$ cat config.mk
export PLATFORM = sky130hd
export DESIGN_NAME = box_overlay_flat
export DESIGN_NICKNAME = d
export VERILOG_FILES = /design/src/rtl/box_overlay_if.sv /design/src/rtl/box_overlay.sv /design/src/flat_wrapper.sv
export SDC_FILE = /design/constraint.sdc
export NUM_CORES = 1
export LEC_CHECK = 0
export CAP_MARGIN = 20
export CORE_ASPECT_RATIO = 1.75
export CORE_MARGIN = 1
export CORE_UTILIZATION = 65
export DETAILED_ROUTE_END_ITERATION = 16
export DONT_BUFFER_PORTS = 1
export HOLD_SLACK_MARGIN = 0.06
export PLACE_DENSITY_LB_ADDON = 0.08
export SETUP_SLACK_MARGIN = 0.5
export SYNTH_ARGS = -nofsm -noshare
export SYNTH_HDL_FRONTEND = slang
export SYNTH_SLANG_ARGS = --single-unit
$ cat constraint.sdc
create_clock -name clk -period 3.25 [get_ports clk]
set_input_delay 0.65 -clock clk [delete_from_list [all_inputs] [get_ports clk]]
set_output_delay 0.65 -clock clk [all_outputs]
set_load 0.05 [all_outputs]
$ cat src/rtl/box_overlay_if.sv
// Pixel-stream and box-result bundle for box_overlay.
// master: video source / detector side (drives per_* and in_*, receives post_*).
// slave : overlay block (receives per_* and in_*, drives post_* and box_active).
interface box_overlay_if;
  localparam int unsigned PIX_W = 24;
  localparam int unsigned COORD_W = 12;

  logic               per_frame_vsync;
  logic               per_frame_href;
  logic               per_frame_clken;
  logic [PIX_W-1:0]   per_img_Bit;

  logic               in_en;
  logic [COORD_W-1:0] in_top;
  logic [COORD_W-1:0] in_down;
  logic [COORD_W-1:0] in_left;
  logic [COORD_W-1:0] in_right;

  logic               post_frame_vsync;
  logic               post_frame_href;
  logic               post_frame_clken;
  logic [PIX_W-1:0]   post_img_Bit;
  logic               box_active;

  modport master (
    output per_frame_vsync, per_frame_href, per_frame_clken, per_img_Bit,
    output in_en, in_top, in_down, in_left, in_right,
    input  post_frame_vsync, post_frame_href, post_frame_clken, post_img_Bit,
    input  box_active
  );

  modport slave (
    input  per_frame_vsync, per_frame_href, per_frame_clken, per_img_Bit,
    input  in_en, in_top, in_down, in_left, in_right,
    output post_frame_vsync, post_frame_href, post_frame_clken, post_img_Bit,
    output box_active
  );
endinterface

$ cat src/rtl/box_overlay.sv
// box_overlay: paints a rectangular border (BOX_COLOR) onto a pixel stream.
// The detector box is latched once per frame (one cycle after the vsync rise)
// and a hold FSM keeps the last box visible for HOLD_FRAMES frames after the
// detector drops in_en. All outputs are registered with 1 clock latency.
// Ports:
//   clk   : pixel clock
//   rst_n : asynchronous active-low reset
//   bus   : box_overlay_if.slave (per_* in, in_* box, post_* out, box_active)
// Optional feature: define BOX_CROSSHAIR_EN to also paint the centre
// crosshair lines (x==cx or y==cy) inside the box.
module box_overlay #(
  parameter logic [11:0] IMG_HDISP   = 12'd1280,
  parameter logic [11:0] IMG_VDISP   = 12'd720,
  parameter logic [3:0]  THICK       = 4'd2,
  parameter logic [3:0]  HOLD_FRAMES = 4'd3,
  parameter logic [23:0] BOX_COLOR   = 24'hFF0000
) (
  input  logic         clk,
  input  logic         rst_n,
  box_overlay_if.slave bus
);
  localparam int unsigned COORD_W = 12;
  localparam int unsigned EXT_W   = COORD_W + 1;
  localparam int unsigned PIX_W   = 24;
  localparam int unsigned CNT_W   = 4;

  typedef enum logic [1:0] {
    ST_IDLE = 2'd0,
    ST_SHOW = 2'd1,
    ST_HOLD = 2'd2
  } state_e;

  typedef struct packed {
    logic [COORD_W-1:0] top;
    logic [COORD_W-1:0] down;
    logic [COORD_W-1:0] left;
    logic [COORD_W-1:0] right;
  } box_t;

  logic               vsync_r_q,    vsync_r_d;
  logic               cap_flag_q,   cap_flag_d;
  logic [COORD_W-1:0] x_q,          x_d;
  logic [COORD_W-1:0] y_q,          y_d;
  state_e             state_q,      state_d;
  logic [CNT_W-1:0]   hold_cnt_q,   hold_cnt_d;
  box_t               box_q,        box_d;
  logic               box_active_q, box_active_d;
  logic               post_vsync_q, post_vsync_d;
  logic               post_href_q,  post_href_d;
  logic               post_clken_q, post_clken_d;
  logic [PIX_W-1:0]   post_pix_q,   post_pix_d;
`ifdef BOX_CROSSHAIR_EN
  logic [COORD_W-1:0] cx_q,         cx_d;
  logic [COORD_W-1:0] cy_q,         cy_d;
`endif

  logic               vsync_pos_c;
  box_t               box_in_c;
  logic               in_box_c;
  logic               edge_c;
  logic               mark_c;
  logic [EXT_W-1:0]   x_e, y_e, th_e;
  logic [EXT_W-1:0]   top_e, down_e, left_e, right_e;

  // Next-state logic for counters, hold FSM, box latch and output pixel.
  always_comb begin
    vsync_r_d    = bus.per_frame_vsync;
    cap_flag_d   = 1'b0;
    x_d          = x_q;
    y_d          = y_q;
    state_d      = state_q;
    hold_cnt_d   = hold_cnt_q;
    box_d        = box_q;
    box_active_d = box_active_q;
`ifdef BOX_CROSSHAIR_EN
    cx_d         = cx_q;
    cy_d         = cy_q;
`endif

    box_in_c.top   = bus.in_top;
    box_in_c.down  = bus.in_down;
    box_in_c.left  = bus.in_left;
    box_in_c.right = bus.in_right;

    vsync_pos_c = bus.per_frame_vsync & ~vsync_r_q;
    // Detector updates on the vsync rise, so sample its result one cycle later.
    cap_flag_d  = vsync_pos_c;

    // Raster position of the pixel presented this cycle.
    if (vsync_pos_c) begin
      x_d = '0;
      y_d = '0;
    end else if (bus.per_frame_clken) begin
      if (x_q == IMG_HDISP - 12'd1) begin
        x_d = '0;
        y_d = y_q + 12'd1;
      end else begin
        x_d = x_q + 12'd1;
      end
    end

    // Hold FSM steps once per frame.
    if (cap_flag_q) begin
      unique case (state_q)
        ST_IDLE: begin
          if (bus.in_en) begin
            box_d      = box_in_c;
            hold_cnt_d = '0;
            state_d    = ST_SHOW;
          end
        end
        ST_SHOW: begin
          if (bus.in_en) begin
            box_d = box_in_c;
          end else if (HOLD_FRAMES == 4'd0) begin
            state_d = ST_IDLE;
          end else begin
            hold_cnt_d = 4'd1;
            state_d    = ST_HOLD;
          end
        end
        ST_HOLD: begin
          if (bus.in_en) begin
            box_d      = box_in_c;
            hold_cnt_d = '0;
            state_d    = ST_SHOW;
          end else if (hold_cnt_q == HOLD_FRAMES) begin
            hold_cnt_d = '0;
            state_d    = ST_IDLE;
          end else begin
            hold_cnt_d = hold_cnt_q + 4'd1;
          end
        end
        default: begin
          state_d = ST_IDLE;
        end
      endcase

      // Non-drawable boxes are latched but never painted.
      box_active_d = (state_d != ST_IDLE) &&
                     (box_d.top <= box_d.down) &&
                     (box_d.left <= box_d.right) &&
                     (box_d.right < IMG_HDISP) &&
                     (box_d.down < IMG_VDISP);
`ifdef BOX_CROSSHAIR_EN
      cx_d = {1'b0, box_d.left[COORD_W-1:1]} + {1'b0, box_d.right[COORD_W-1:1]};
      cy_d = {1'b0, box_d.top[COORD_W-1:1]}  + {1'b0, box_d.down[COORD_W-1:1]};
`endif
    end

    // Border test in 13 bits so +THICK never wraps.
    x_e     = {1'b0, x_q};
    y_e     = {1'b0, y_q};
    th_e    = EXT_W'(THICK);
    top_e   = {1'b0, box_q.top};
    down_e  = {1'b0, box_q.down};
    left_e  = {1'b0, box_q.left};
    right_e = {1'b0, box_q.right};

    in_box_c = (x_e >= left_e) && (x_e <= right_e) &&
               (y_e >= top_e)  && (y_e <= down_e);
    edge_c   = (x_e < left_e + th_e) || (x_e + th_e > right_e) ||
               (y_e < top_e + th_e)  || (y_e + th_e > down_e);
`ifdef BOX_CROSSHAIR_EN
    mark_c   = edge_c || (x_q == cx_q) || (y_q == cy_q);
`else
    mark_c   = edge_c;
`endif

    post_vsync_d = bus.per_frame_vsync;
    post_href_d  = bus.per_frame_href;
    post_clken_d = bus.per_frame_clken;
    post_pix_d   = (bus.per_frame_clken && box_active_q && in_box_c && mark_c) ?
                   BOX_COLOR : bus.per_img_Bit;
  end

  // All state and output registers.
  always_ff @(posedge clk or negedge rst_n) begin
    if (!rst_n) begin
      vsync_r_q    <= 1'b0;
      cap_flag_q   <= 1'b0;
      x_q          <= '0;
      y_q          <= '0;
      state_q      <= ST_IDLE;
      hold_cnt_q   <= '0;
      box_q        <= '0;
      box_active_q <= 1'b0;
      post_vsync_q <= 1'b0;
      post_href_q  <= 1'b0;
      post_clken_q <= 1'b0;
      post_pix_q   <= '0;
`ifdef BOX_CROSSHAIR_EN
      cx_q         <= '0;
      cy_q         <= '0;
`endif
    end else begin
      vsync_r_q    <= vsync_r_d;
      cap_flag_q   <= cap_flag_d;
      x_q          <= x_d;
      y_q          <= y_d;
      state_q      <= state_d;
      hold_cnt_q   <= hold_cnt_d;
      box_q        <= box_d;
      box_active_q <= box_active_d;
      post_vsync_q <= post_vsync_d;
      post_href_q  <= post_href_d;
      post_clken_q <= post_clken_d;
      post_pix_q   <= post_pix_d;
`ifdef BOX_CROSSHAIR_EN
      cx_q         <= cx_d;
      cy_q         <= cy_d;
`endif
    end
  end

  assign bus.post_frame_vsync = post_vsync_q;
  assign bus.post_frame_href  = post_href_q;
  assign bus.post_frame_clken = post_clken_q;
  assign bus.post_img_Bit     = post_pix_q;
  assign bus.box_active       = box_active_q;

endmodule

$ cat src/flat_wrapper.sv
// flat-port wrapper written by rule: the top's interface ports become plain ports
module box_overlay_flat 
#(
  parameter logic [11:0] IMG_HDISP   = 12'd1280,
  parameter logic [11:0] IMG_VDISP   = 12'd720,
  parameter logic [3:0]  THICK       = 4'd2,
  parameter logic [3:0]  HOLD_FRAMES = 4'd3,
  parameter logic [23:0] BOX_COLOR   = 24'hFF0000
)
  (clk, rst_n, bus_per_frame_vsync, bus_per_frame_href, bus_per_frame_clken, bus_per_img_Bit, bus_in_en, bus_in_top, bus_in_down, bus_in_left, bus_in_right, bus_post_frame_vsync, bus_post_frame_href, bus_post_frame_clken, bus_post_img_Bit, bus_box_active);
  box_overlay_if bus_i ();
  input  logic clk;
  input  logic rst_n;
  input wire logic [$bits(bus_i.per_frame_vsync)-1:0] bus_per_frame_vsync;
  input wire logic [$bits(bus_i.per_frame_href)-1:0] bus_per_frame_href;
  input wire logic [$bits(bus_i.per_frame_clken)-1:0] bus_per_frame_clken;
  input wire logic [$bits(bus_i.per_img_Bit)-1:0] bus_per_img_Bit;
  input wire logic [$bits(bus_i.in_en)-1:0] bus_in_en;
  input wire logic [$bits(bus_i.in_top)-1:0] bus_in_top;
  input wire logic [$bits(bus_i.in_down)-1:0] bus_in_down;
  input wire logic [$bits(bus_i.in_left)-1:0] bus_in_left;
  input wire logic [$bits(bus_i.in_right)-1:0] bus_in_right;
  output wire logic [$bits(bus_i.post_frame_vsync)-1:0] bus_post_frame_vsync;
  output wire logic [$bits(bus_i.post_frame_href)-1:0] bus_post_frame_href;
  output wire logic [$bits(bus_i.post_frame_clken)-1:0] bus_post_frame_clken;
  output wire logic [$bits(bus_i.post_img_Bit)-1:0] bus_post_img_Bit;
  output wire logic [$bits(bus_i.box_active)-1:0] bus_box_active;
  assign bus_i.per_frame_vsync = bus_per_frame_vsync;
  assign bus_i.per_frame_href = bus_per_frame_href;
  assign bus_i.per_frame_clken = bus_per_frame_clken;
  assign bus_i.per_img_Bit = bus_per_img_Bit;
  assign bus_i.in_en = bus_in_en;
  assign bus_i.in_top = bus_in_top;
  assign bus_i.in_down = bus_in_down;
  assign bus_i.in_left = bus_in_left;
  assign bus_i.in_right = bus_in_right;
  assign bus_post_frame_vsync = bus_i.post_frame_vsync;
  assign bus_post_frame_href = bus_i.post_frame_href;
  assign bus_post_frame_clken = bus_i.post_frame_clken;
  assign bus_post_img_Bit = bus_i.post_img_Bit;
  assign bus_box_active = bus_i.box_active;
  box_overlay #(.IMG_HDISP(IMG_HDISP), .IMG_VDISP(IMG_VDISP), .THICK(THICK), .HOLD_FRAMES(HOLD_FRAMES), .BOX_COLOR(BOX_COLOR)) u_core (.clk(clk), .rst_n(rst_n), .bus(bus_i));
endmodule
==> metrics list <==
- The run finished, with violations left.
* Violations in the final reports: hold timing
- Synth unique cells: 64
- For this run, design rule violations remaining after detail routing come to 0.
- Dominant combinational cell family by area after synthesis: adder cells
* Commonest cells after routing, fill and taps aside: 123 x sky130_fd_sc_hd__ha_1, 100 x sky130_fd_sc_hd__nor2_1, 98 x sky130_fd_sc_hd__dfrtp_1
- The area growth from synthesis to layout is 18.28%.
- Final worst path period need: 2.938 ns
- Clock transition at the register clock pins on the worst setup and hold paths after CTS: 0.09 ns
* Portion of netlist area occupied by mux cells: 0.3892%
- The number of antenna violations at the first check in global routing came to 0.
- Instance area after placement: 8278 µm²
* Critical-path maximum fanout: 6
* CTS tree: done
- Number of synthesized register bits: 107
* Pin count of the biggest net entering global routing: 108
- In this run, synthesis inferred 0 flip-flops with an integrated enable.
- From left edge to right edge, the die measures 86.06 µm.
* Core Area: 12000 µm²
* Fmax: 340.4 MHz
* Final net count: 1186
- Via total after detailed routing: 7293
- Share of synthesized cell area in and, or, nand and nor gates: 19.68%
- Fraction of registers with async set or reset after synthesis: 100.0%
- Once layout is complete, the utilization of the core stands at 79.19%.
- Setup TNS: 0 ns
- Clock Latency Late Sink: 0.37 ns
- Final worst path period share: 90.39%
* Worst EP arrival: 3.19 ns
- Summed over all layers, the routed wires come to 24660 µm.
- The critical path goes through ha_4 -> buf_4 -> xor2_1 -> ha_1 -> and3_4 -> a311o_1 -> a21oi_2 -> nand4bb_4 -> a21oi_4 -> buf_4 -> a31o_4 -> and2_4.
- Mapped cell area: 8036 µm²
- Worst setup SP type: register
* Fraction of the mapped netlist area in compound gates: 16.50%
- Post-synthesis xor/xnor area fraction: 5.776%
- Total GRT Usage: 39.26%
- In the final layout, the share of cells above drive strength 1 is 18.86%.
- Number of levels in the clock H-tree: 3
* Cells after synthesis: 924
- Vias in the first global route: 7469
* Row cnt: 53
* Final-layout worst hold slack: -0.03295 ns
- Final HPWL DP: 16930 µm
* Vertical die dimension: 149.1 µm
* Global route overflow: 0
* Root buffer cell: sky130_fd_sc_hd__clkbuf_16
* DR WL/cell: 21.43 µm
* Max-slew violation total from the final report: 0
* Critical-path cell with the highest stage delay: sky130_fd_sc_hd__dfrtp_2
- Final weighted congestion in routability-driven placement: 0.9410
* Endpoint kind of the worst setup timing path: register
* Antenna diode count: 0
* Worst slew slack as a fraction of its limit: 42.50%
- In the routed layout, each cell is associated on average with a via count of 6.336.
* Worst min-delay path category: input pin to async pin
- Max-Cap Viols: 0
- Dividing total power by cell area gives a power density of 561.6 nW/µm².
- Worst IR Drop VDD: 421.8 µV
* Slew at the pin with the worst max-slew slack: 0.8625 ns
- Mean cell area of the mapped netlist: 8.697 µm²
- Leakage power: 4.665 nW
- Setup repair after global routing could not meet its margin everywhere.
- Ports placed on the boundary: 106
* Leading register cell type out of synthesis: sky130_fd_sc_hd__dfrtp_1
* Area of the die: 12830 µm²
- Commonest non-fill, non-tap cell in the layout: sky130_fd_sc_hd__ha_1
- The initial utilization of the core area, before any placement, comes to 66.96%.
* Clock buffer depth: 2
* Max incr delay on CP: 0.48 ns
- The first global-routing pass estimated 37430 µm of wire.
- Number of detailed-routing iterations run before antenna repair: 5
* Final setup violation count: 0
* Number of sinks on the clock net: 107
- Antenna-violating nets left: 0
* Layout Cell Area excl Fill: 9505 µm²
- Synthesized net count: 1129
- Num CTS Buffers: 9
- Final hold viol count: 52
- Number of DRC violations after detailed-routing iteration 0: 495
* Required time worst endpoint: 3.50 ns
- Yosys printed 0 warnings.
* CP Class: register to register
- Counting stages on the worst path, the most repeated cell is sky130_fd_sc_hd__buf_4.
* Count of input and output buffers: 0
- For the final database, setup skew stands at 0.01489 ns.
- Sequential elements use 33.32% of the synthesized area.
- Adder-Cell Fraction of Synth Area: 19.77%
-- flip-flops by register name, indices dropped and copies added, names as in the netlist, 2 cells and up --
| signal | count |
|---|---|
| u_core.box_q | 48 |
| u_core.bus.post_img_Bit | 24 |
| u_core.hold_cnt_q | 4 |
| u_core.state_q | 2 |
| u_core.x_q | 12 |
| u_core.y_q | 12 |
-- routing by layer --
metal	track usage, %	wire length, µm	vias up
li1	-	-	3371
met1	39.40	8443	3427
met2	67.62	12420	373
met3	7.969	1553	122
met4	34.42	2251	0
met5	0	0	-
-- Yosys cell counts, types with 4 or more instances --
| master | n | share of area (%) |
|---|---|---|
| sky130_fd_sc_hd__ha_1 | 127 | 20 |
| sky130_fd_sc_hd__dfrtp_1 | 107 | 33 |
| sky130_fd_sc_hd__nor2_1 | 104 | 4.9 |
| sky130_fd_sc_hd__nand2_1 | 85 | 4.0 |
| sky130_fd_sc_hd__a21oi_1 | 83 | 5.2 |
| sky130_fd_sc_hd__o21ai_0 | 68 | 4.2 |
| sky130_fd_sc_hd__inv_1 | 61 | 2.8 |
| sky130_fd_sc_hd__nand4_1 | 29 | 2.3 |
| sky130_fd_sc_hd__xnor2_1 | 27 | 2.9 |
| sky130_fd_sc_hd__xor2_1 | 26 | 2.8 |
| sky130_fd_sc_hd__nand3_1 | 25 | 1.6 |
| sky130_fd_sc_hd__a21o_1 | 24 | 2.2 |
| sky130_fd_sc_hd__and2_4 | 17 | 1.9 |
| sky130_fd_sc_hd__nor3_1 | 16 | 1.0 |
| sky130_fd_sc_hd__clkbuf_1 | 15 | 0.70 |
| sky130_fd_sc_hd__nor2b_1 | 10 | 0.78 |
| sky130_fd_sc_hd__nand2b_1 | 7 | 0.54 |
| sky130_fd_sc_hd__o21a_1 | 7 | 0.65 |
| sky130_fd_sc_hd__buf_1 | 5 | 0.23 |
| sky130_fd_sc_hd__buf_2 | 5 | 0.31 |
| sky130_fd_sc_hd__o22ai_1 | 5 | 0.39 |
| sky130_fd_sc_hd__a211oi_1 | 4 | 0.37 |
| sky130_fd_sc_hd__and3_1 | 4 | 0.31 |
| sky130_fd_sc_hd__o211ai_1 | 4 | 0.37 |
| sky130_fd_sc_hd__or2b_1 | 4 | 0.37 |
-- cell families after synthesis --
kind of cell,count (synthesis)
AO/OA/AOI/OAI,223
AND/OR/NAND/NOR,321
multiplexers,3
adder cells (fa/ha/maj),127
flip-flops,107
buffers and inverters,90
XOR/XNOR,53
-- through the flow --
stage | power, mW | worst slack [ns] | instances
global placement | 3.607 | 0.1584 | 1080
floorplan | 3.151 | 0.4401 | 924
finish | 5.338 | 0.3122 | 1151
CTS | 5.102 | 0.3269 | 1129
detailed placement | 3.709 | 0.1161 | 1080
global route | 5.646 | 0.2413 | 1151
-- path summary, 6_finish.rpt --
kind,end,depth (start not counted),startpoint,slack (ns)
worst max register to register,u_core.bus.post_img_Bit[10],12,u_core.x_q[1],0.31
worst min-delay path,u_core.box_q[28],0,rst_n,-0.03
max in group asynchronous,u_core.y_q[7],0,rst_n,3.06
min in group clk,u_core.bus.post_frame_href,0,bus_per_frame_href,0.31
worst max-delay path,u_core.bus.post_img_Bit[10],12,u_core.x_q[1],0.31
worst min register to register,u_core.hold_cnt_q[3],1,u_core.hold_cnt_q[3],0.49
-- area by class of cell --
cell class	instances	area (µm²)
Clock inverter	7	68.82
Clock buffer	9	225.2
Sequential cell	107	2689
Inverter	61	232.7
Timing Repair Buffer	71	685.7
Multi-Input combinational cell	731	5398
Fill cell	777	2497
Tap cell	165	206.4
-- repair_timing --
item                                   in CTS  in global routing
endpoints found under the hold margin     107                107
setup endpoints to repair                  25                 29
pin swaps                                  29                 35
setup buffers                              26                 21
cloned                                      7                  1
gates resized for setup                    56                 52
-- report_power, final --
| group | switching (mW) | total [mW] | leakage, nW | internal, mW |
|---|---|---|---|---|
| Clock | 0.557 | 1.10 | 0.142 | 0.540 |
| Combinational | 1.43 | 2.45 | 3.22 | 1.02 |
| Sequential | 0.255 | 1.79 | 1.30 | 1.54 |
-- critical path, delay by kind of cell (launching register included) --
| kind | cells | cell delay, ns |
|---|---|---|
| buffers and inverters | 2 | 0.29 |
| xor gates and xnor gates | 1 | 0.13 |
| DFF | 1 | 0.48 |
| and+or+nand+nor | 3 | 0.54 |
| AOI/OAI and AO/OA | 4 | 0.84 |
| adders and majority gates | 2 | 0.53 |
No activity file was read; power rests on OpenSTA's default activity.
